===== config.mk =====
export PLATFORM = sky130hd
export DESIGN_NAME = vc_arbiter
export DESIGN_NICKNAME = d
export VERILOG_FILES = /design/src/rtl/vc_arbiter.sv
export SDC_FILE = /design/constraint.sdc
export NUM_CORES = 1
export LEC_CHECK = 0
export BUFFER_PORTS_ARGS = -buffer_cell sky130_fd_sc_hd__buf_2
export CAP_MARGIN = 20
export CORE_ASPECT_RATIO = 0.75
export CORE_MARGIN = 4
export CORE_UTILIZATION = 45
export CTS_CLUSTER_DIAMETER = 200
export DETAILED_ROUTE_END_ITERATION = 10
export GPL_ROUTABILITY_DRIVEN = 1
export GPL_TIMING_DRIVEN = 0
export PLACE_DENSITY = 0.72
export REMOVE_ABC_BUFFERS = 1
export SYNTH_ARGS = -nofsm -noshare
export SYNTH_HDL_FRONTEND = slang
export SYNTH_SLANG_ARGS = --single-unit

===== constraint.sdc =====
create_clock -name clk -period 4.85 [get_ports clk]
set_input_delay 1.455 -clock clk [delete_from_list [all_inputs] [get_ports clk]]
set_output_delay 1.455 -clock clk [all_outputs]
set_load 0.05 [all_outputs]

===== src/rtl/vc_arbiter.sv =====
// Grants queued VC selections into pops from four VC FIFOs and pushes into one output FIFO.
// Heads whose VC stays empty for TIMEOUT cycles are discarded; lost and discarded requests are counted.
module vc_arbiter #(
  parameter int DEPTH   = 4,
  parameter int TIMEOUT = 4
) (
  input  logic       clk,
  input  logic       rst,
  input  logic       enb,
  input  logic       req_valid,
  input  logic [1:0] req_vc,
  input  logic [3:0] vc_empty,
  input  logic       out_full,
  output logic       req_ready,
  output logic [3:0] pop,
  output logic       push,
  output logic [1:0] grant_vc,
  output logic       idle,
  output logic [7:0] drop_cnt,
  output logic [7:0] skip_cnt
);
  localparam int AW = $clog2(DEPTH);
  localparam int CW = AW + 1;

  typedef enum logic [1:0] {IDLE, ARB, WAIT} state_t;

  state_t                state, state_n;
  logic [DEPTH-1:0][1:0] q_mem;
  logic [AW-1:0]         wr_ptr, rd_ptr;
  logic [CW-1:0]         count, count_n;
  logic [3:0]            wait_cnt, wait_n;
  logic                  last_vld;
  logic                  enq, deq, grant, skip;
  logic [1:0]            head;
  logic                  head_ok;

  assign req_ready = (count < CW'(DEPTH));
  assign enq       = enb & req_valid & req_ready;
  assign head      = q_mem[rd_ptr];
  // The VC FIFO empty flag lags a pop by a cycle, so the VC just granted is treated as empty.
  assign head_ok   = !vc_empty[head] && !(last_vld && (grant_vc == head));

  always_comb begin
    state_n = state;
    wait_n  = wait_cnt;
    grant   = 1'b0;
    skip    = 1'b0;
    if (enb) begin
      case (state)
        IDLE: if (enq) state_n = ARB;
        ARB: if (!out_full) begin
          if (head_ok) grant = 1'b1;
          else if (TIMEOUT == 1) skip = 1'b1;
          else begin
            state_n = WAIT;
            wait_n  = 4'd1;
          end
        end
        WAIT: if (!out_full) begin
          if (head_ok) begin
            grant  = 1'b1;
            wait_n = 4'd0;
          end else if (wait_cnt + 4'd1 >= 4'(TIMEOUT)) begin
            skip   = 1'b1;
            wait_n = 4'd0;
          end else begin
            wait_n = wait_cnt + 4'd1;
          end
        end
        default: state_n = IDLE;
      endcase
    end
    deq     = grant | skip;
    count_n = count + CW'(enq) - CW'(deq);
    if (deq) state_n = (count_n != '0) ? ARB : IDLE;
  end

  always_ff @(posedge clk) begin
    if (enq) q_mem[wr_ptr] <= req_vc;
  end

  always_ff @(posedge clk) begin
    if (rst) begin
      state    <= IDLE;
      wr_ptr   <= '0;
      rd_ptr   <= '0;
      count    <= '0;
      wait_cnt <= '0;
      last_vld <= 1'b0;
      pop      <= '0;
      push     <= 1'b0;
      grant_vc <= '0;
      idle     <= 1'b1;
      drop_cnt <= '0;
      skip_cnt <= '0;
    end else if (!enb) begin
      pop  <= '0;
      push <= 1'b0;
    end else begin
      state    <= state_n;
      count    <= count_n;
      wait_cnt <= wait_n;
      idle     <= (state_n == IDLE);
      if (enq) wr_ptr <= wr_ptr + 1'b1;
      if (deq) rd_ptr <= rd_ptr + 1'b1;
      pop      <= {4{grant}} & (4'b0001 << head);
      push     <= grant;
      last_vld <= grant;
      if (grant) grant_vc <= head;
      if (req_valid && !req_ready && (drop_cnt != 8'hFF)) drop_cnt <= drop_cnt + 8'd1;
      if (skip && (skip_cnt != 8'hFF)) skip_cnt <= skip_cnt + 8'd1;
    end
  end
endmodule


==> run_results.csv <==
group,metric,value,unit
clocking,cts.clk_slew.worst_paths,0.08,ns
logic_synthesis,synthTopCellsByArea,"dfxtp_1, edfxtp_1, ha_1",
grt,grt_first_pass_wirelength,6630,microns
logic_synthesis,synth_top_cell_area_share,34.2,%
outcome,status,"completed",
hold_path,min_from,"last_vld",
drt,wl_per_cell,12.5,microns
hold_path,hold_path_end,"last_vld",
logic_synthesis,syn_inst,230,
power_and_ir_drop,ir_drop,0.163,mV
clocking,ctsRootBufferMaster,"clkbuf_8",
worst_setup_path,cp-start-kind,"input port",
clocking,postCtsSetupBuffers,0,
cells_and_area,syn_to_final_growth,13.6,%
worst_setup_path,required,5.03,ns
drt,via_count,1664,
worst_setup_path,end_kind,"flip-flop",
drt,drtIter0Drc,92,
cells_and_area,drive_above_1_share,19.2,%
sta,layout_setup_ws,0.590,ns
run,maxCapViolCount,0,
power_and_ir_drop,leakage,1.06,nW
worst_setup_path,cp.arrival,4.44,ns
sta,setup_viol,0,
clocking,cts.repair.resized,0,
worst_setup_path,rr_endpoint,"idle",
clocking,cts_tree,"done",
grt,grt_overflow_total,0,
die,die_x,89.1,microns
cells_and_area,nFillCells,409,
die,row_count,21,
die,die_area,6140,sq um
die,core,4620,sq um
sta,rsz0062_at_grt,"no",
clocking,worstSkewPairLatency,0.29,ns
logic_synthesis,async_flop_share,0,%
worst_setup_path,crit_fanout,8,
logic_synthesis,synth.cell_area,2220,sq um
logic_synthesis,synth_most_common_cell,"nor2_1",
clocking,cts_inserted_buffers,5,
logic_synthesis,ys_seq_area_share,45.0,%
logic_synthesis,ys_top_cells_by_count,"nor2_1, dfxtp_1, inv_1, xnor2_1, ha_1",
die,start_util,48.1,%
placement,place_ws,0.311,ns
die,io_pins,36,
sta,max_freq,0.235,GHz
logic_synthesis,syn_area_per_cell,9.66,sq um
placement,gp_congestion,0.799,
grt,gr-usage-all-layers,14.2,%
sta,maxSlewHeadroom,54.2,%
clocking,clock_sinks,46,
drt,wl,4050,microns
logic_synthesis,ys_ff_latch,46,
logic_synthesis,ys_types,40,
sta,finalHoldViolCount,0,
cells_and_area,diodes,0,
hold_path,whs_path_depth,2,
logic_synthesis,post-synth-top-area-cell,"dfxtp_1",
sta,period_minus_slack,4.26,ns
clocking,h-tree-depth,2,
logic_synthesis,synth_warnings,0,
sta,skew,0.00380,ns
drt,avgViaCountPerCell,5.15,
sta,tns,0,ns
clocking,clock_path_buffers,2,
worst_setup_path,regToRegSetupSlack,0.77,ns
hold_path,hold_path_class,"reg2reg",
die,die_h,68.9,microns
worst_setup_path,rr_worst_depth,15,
power_and_ir_drop,powerDensity,286,nW/um^2
sta,drv_slew,0,
worst_setup_path,reg2reg_from,"rd_ptr[0]",
worst_setup_path,critical_path_class,"in2reg",
grt,grt_pass1_vias,1445,
drt,first_pass_iters,4,
cells_and_area,utilization,54.6,%
sta,worst_slew_pin_slew,0.669,ns
placement,dp_hpwl,2970,microns
placement,numPortBuffers,35,
clocking,hold_buffers,0,
grt,antenna_found_initial,0,
logic_synthesis,synth_edf_count,8,
grt,grt_max_degree,35,
drt,drc,0,
logic_synthesis,synthFlopType,"dfxtp_1",
cells_and_area,nets,291,
drt,drtAntennaViolNets,0,
sta,fin_crit_sh,87.8,%
## through the flow
| step | std cells | cell area [sq um] | power, mW | hold slack, ns |
|---|---|---|---|---|
| after floorplan | 223 | 2200 | 0.480 | 0.448 |
| after global placement | 315 | 2440 | 0.505 | 0.469 |
| after detailed placement | 315 | 2440 | 0.507 | 0.469 |
| after CTS | 323 | 2520 | 0.729 | 0.482 |
| after global routing | 323 | 2520 | 0.763 | 0.510 |
| final | 323 | 2520 | 0.721 | 0.480 |
## cell type report
type | instances | area (sq um) | area share (%)
clock buffers | 6 | 72.6 | 2.87
clock inverters | 2 | 10.0 | 0.396
inverters | 16 | 60.1 | 2.38
multi-input cells | 161 | 1130 | 44.9
flip-flops and latches | 46 | 1000 | 39.6
well taps | 57 | 71.3 | 2.82
repair buffers | 35 | 175 | 6.94
## worst max-delay path: stages
cell and delay, ns:
buf_2 0.18, inv_1 0.17, nor2_1 0.31, nand4_2 0.27
and2_4 0.26, inv_2 0.09, ha_1 0.13, inv_1 0.04
ha_1 0.18, fa_1 0.38, xor2_1 0.21, xnor2_1 0.14
nor3_1 0.06, mux2_2 0.27, a221o_1 0.30
## worst max path at each step
stage / start / end / slack (ns) / depth (start not counted)
CTS: enb / idle / 0.60 / 15
finish: enb / idle / 0.59 / 15
floorplan: vc_empty[2] / idle / 0.69 / 14
global placement: enb / idle / 0.32 / 15
global route: enb / idle / 0.39 / 15
detailed placement: enb / idle / 0.31 / 15
## routing by layer
metal  up-vias  track usage [%]  routed length (microns)
li1        851                -                        -
met1       776             19.9                     2090
met2        29             20.7                     1690
met3         8             3.80                      202
met4         0             5.58                       64
met5         -                0                        0
## where the power goes
part	switching [mW]	internal, mW	total, mW	leakage [nW]
Combinational	0.0577	0.0351	0.0928	0.630
Sequential	0.00841	0.398	0.406	0.380
Clock	0.123	0.100	0.223	0.0450
Total	0.189	0.533	0.721	1.06
## cell usage in the layout (no fill, tap or decap), drive strengths merged, types with 4 or more instances in the layout
cell type / instances
clkbuf: 6
buf: 35
xor2: 5
nor2: 42
and3: 4
nand3: 8
dfxtp: 38
ha: 14
nor3: 5
a21oi: 6
and2: 7
edfxtp: 8
o21ai: 7
mux2i: 9
xnor2: 15
inv: 16
nand2: 9
## state kept, by name, summed over array words and instances (netlist names)
name      count
skip_cnt      8
state         2
wait_cnt      4
last_vld      1
push          1
grant_vc      2
drop_cnt      8
idle          1
q_mem         8
rd_ptr        2
wr_ptr        2
count         3
pop           4
## kinds of logic (layout without fill, tap and decap cells)
| logic type | after synthesis | in the layout | share of synthesized area [%] |
|---|---|---|---|
| buffers and inverters | 23 | 59 | 3.89 |
| XOR/XNOR | 20 | 20 | 7.88 |
| adder cells (fa/ha/maj) | 15 | 15 | 8.78 |
| AND/OR/NAND/NOR | 88 | 88 | 18.9 |
| AO/OA/AOI/OAI | 25 | 25 | 8.45 |
| multiplexers | 13 | 13 | 7.09 |
| flip-flops | 46 | 46 | 45.0 |
No activity file was read; power rests on OpenSTA's default activity.
